$ cat src/rtl/gold_chip_hist.sv
// Chip history shift register for the checker: hist[0] is the newest chip.
// Shifts in either the received chip or the local LFSR prediction (flywheel).
module gold_chip_hist #(
    parameter int CYCLE_LONG  = 26,
    parameter int CYCLE_SHORT = 4
) (
    input  logic Clock,
    input  logic Reset,
    input  logic shift_en,
    input  logic sel_pred,
    input  logic rx_chip,
    output logic tap_long,
    output logic tap_short,
    output logic all_zero_next
);

    logic [CYCLE_LONG-1:0] hist;
    logic                  shift_data;

    assign tap_long   = hist[CYCLE_LONG-1];
    assign tap_short  = hist[CYCLE_SHORT-1];
    assign shift_data = sel_pred ? (tap_long ^ tap_short) : rx_chip;

    // Zero check on the value the register would hold after this shift, so the
    // FSM can reject an all-zero fill in the same cycle the fill completes.
    assign all_zero_next = ~|{hist[CYCLE_LONG-2:0], shift_data};

    // Shift register: advances only on accepted chips.
    always_ff @(posedge Clock or posedge Reset) begin
        if (Reset) begin
            hist <= '0;
        end else if (shift_en) begin
            hist <= {hist[CYCLE_LONG-2:0], shift_data};
        end
    end

endmodule

$ cat config.mk
export PLATFORM = sky130hd
export DESIGN_NAME = gold_chip_hist
export DESIGN_NICKNAME = d
export VERILOG_FILES = /design/src/rtl/gold_chip_hist.sv
export SDC_FILE = /design/constraint.sdc
export NUM_CORES = 1
export LEC_CHECK = 0
export CAP_MARGIN = 20
export CORE_MARGIN = 2
export CORE_UTILIZATION = 56
export DETAILED_ROUTE_END_ITERATION = 16
export HOLD_SLACK_MARGIN = 0.12
export PLACE_DENSITY = 0.87
export SKIP_CTS_REPAIR_TIMING = 1
export SLEW_MARGIN = 20
export SYNTH_ARGS = -nofsm -noshare
export SYNTH_HDL_FRONTEND = slang
export SYNTH_SLANG_ARGS = --single-unit
export TNS_END_PERCENT = 20
$ cat constraint.sdc
create_clock -name Clock -period 1.2 [get_ports Clock]
set_clock_uncertainty 0.05 [all_clocks]
set_input_delay 0.12 -clock Clock [delete_from_list [all_inputs] [get_ports Clock]]
set_output_delay 0.12 -clock Clock [all_outputs]
set_load 0.02 [all_outputs]
==> results.py <==
metrics = {
    "floorplan": {
        "die-area_um2": 2450,
        "core_area_um2": 1960,
        "row_count": 16,
        "boundaryPins": 8,
        "die_w_um": 49.5,
        "start_util": 0.590,
        "die_h_um": 49.5,
    },
    "drt": {
        "drc": 0,
        "antenna_left": 0,
        "drtIter0Drc": 3,
        "wl_per_cell_um": 15.1,
        "via_count": 690,
        "drtPass1Iterations": 3,
        "wirelength_um": 2040,
        "via_per_inst": 5.11,
    },
    "global_routing": {
        "grt_pass1_vias": 798,
        "grt_pass1_wl_um": 3720,
        "grtUsageTotal": 0.205,
        "grt_overflow": 0,
        "grt_start_max_net_pins": 27,
        "antenna_found_initial": 0,
    },
    "timing": {
        "hold_viol": 0,
        "setup_viol": 3,
        "min_period_over_period": 1.42,
        "tightestPinTransition_ps": 256,
        "grt_setup_unrepaired": "yes",
        "setup_tns_ps": -599,
        "drv_slew": 0,
        "hold_ws_ps": 581,
        "period_needed_ps": 1710,
        "fmax_mhz": 585,
        "fin_ws_ps": -508,
        "slew_headroom": 0.828,
    },
    "critical_path": {
        "reg2reg_depth": 4,
        "r2r-end": "hist[0]$_DFFE_PP0P_",
        "cp_max_fo": 2,
        "rr_startpoint": "hist[3]$_DFFE_PP0P_",
        "end_kind": "output port",
        "critPathKind": "flip-flop to output port",
        "cp.arrival_ps": 1540,
        "cp.required_ps": 1030,
        "crit_end": "all_zero_next",
        "r2r_setup_slack_ps": -70,
        "crit_start": "hist[21]$_DFFE_PP0P_",
        "cp-start-kind": "flip-flop",
    },
    "cells_and_area": {
        "final_common_cell": "buf_4",
        "fill_cells": 135,
        "regMostFlops": "hist",
        "nets": 114,
        "reg_top3": "hist (26)",
        "drive_gt1_frac": 0.611,
        "synthToLayoutAreaGrowth_pct": 34.7,
        "post-route-util": 0.795,
        "diodes": 0,
        "final_cell_mix": "buf_4, dfrtp_1, mux2_4",
        "layout.cells.non_filler": 135,
        "largest_reg_flops": 26,
    },
    "logic_synthesis": {
        "synthMuxAreaShare": 0.318,
        "synthDistinctLibCells": 14,
        "synth_nets": 74,
        "synth_area_per_cell_um2": 16.8,
        "yosysSeqAreaShare": 0.562,
        "synth_top_family_by_area": "multiplexers",
        "synthAdderAreaFrac": 0,
        "syn-cell-area_um2": 1160,
        "yosysWarnings": 0,
        "ys_ff_latch": 26,
        "synth-simple-area-share": 0.0724,
        "synth_xor_area_frac": 0.00757,
        "synth_cells": 69,
        "synth_compound_area_frac": 0.00757,
    },
    "clocking": {
        "cts_buffers": 3,
        "htree_levels": 1,
        "clock_latency_ps": 320,
        "clkTransAtPathRegs_ps": 140,
        "cts_buffer_depth": 2,
        "cts_tree": "built",
        "clock_sinks": 26,
        "clock_tree.root_cell": "clkbuf_4",
    },
    "flow_run": {
        "cap_violations": 0,
    },
    "placement": {
        "io_buffer_count": 7,
        "post-place-cells": 129,
        "hpwlAfterDp_um": 1490,
        "finalWeightedCongestion": 0.785,
    },
    "run_status": {
        "outcome": "finished, violations left",
        "violations": "negative setup slack",
    },
    "power_and_ir_drop": {
        "power.density_nw_per_um2": 2550,
        "p_leak_nw": 0.744,
        "total_power_mw": 3.97,
        "irDropWorstVdd_uv": 2140,
    },
    "worst_hold_path": {
        "worstHoldPathType": "flip-flop to flip-flop",
    },
}
[report_power, final]
group	internal (mW)	switching [mW]	leakage (nW)
Sequential	1.31	0.337	0.306
Combinational	1.20	0.529	0.410
Clock	0.338	0.255	0.0279
Total	2.85	1.12	0.744
[logic make-up after synthesis]
logic type | after synthesis
simple gates | 11
compound gates | 1
buf+inv | 4
flops | 26
mux | 26
xor+xnor | 1
[metrics by stage]
stage               cell area, µm²  setup WS [ps]
detailed placement            1480           -675
global placement              1480           -672
finish                        1560           -508
CTS                           1530          -1040
global route                  1560           -608
floorplan                     1160          -29.7
[worst max-delay path, cell delays in order, from the launching register on]
cell and delay [ps]:
dfrtp_1 410, nor4_2 310, nand3_1 160, nor3_4 210, buf_6 130
[how the worst min path moves through the flow]
stage / from / to / slack (ps) / cells after the start
2_1_floorplan: Reset / hist[0]$_DFFE_PP0P_ / 110 / 1
3_3_place_gp: Reset / hist[17]$_DFFE_PP0P_ / 410 / 3
3_5_place_dp: Reset / hist[16]$_DFFE_PP0P_ / 450 / 3
4_1_cts: Reset / hist[13]$_DFFE_PP0P_ / 70 / 3
5_1_grt: shift_en / hist[20]$_DFFE_PP0P_ / 610 / 3
6_report: hist[1]$_DFFE_PP0P_ / hist[1]$_DFFE_PP0P_ / 580 / 2
[cell type report]
type,count,area (µm²),share of cell area
Clock buffer,3,22.5,0.0144
Clock inverter,1,30.0,0.0193
Inverter,1,3.75,0.00241
Multi-Input combinational cell,39,495,0.318
Sequential cell,26,652,0.418
Tap cell,27,33.8,0.0217
Timing Repair Buffer,38,322,0.206
[synthesized netlist by cell type, drive strengths merged]
| master | count | area, µm² |
|---|---|---|
| nand4 | 1 | 6.26 |
| nor2 | 2 | 7.51 |
| nand3 | 1 | 5.00 |
| inv | 1 | 3.75 |
| nor3 | 2 | 15.0 |
| dfrtp | 26 | 651 |
| mux2 | 26 | 368 |
| nor4 | 5 | 50.1 |
| a21oi | 1 | 8.76 |
| buf | 3 | 33.8 |
| xnor2 | 1 | 8.76 |
[routing by layer]
layer	up-vias	part of all wire	track usage
met5	-	0	0
met4	0	0.0059	0.0417
met1	352	0.43	0.269
li1	328	-	-
met3	2	0.020	0.0455
met2	8	0.55	0.351
(Power assumes the default switching activity.)
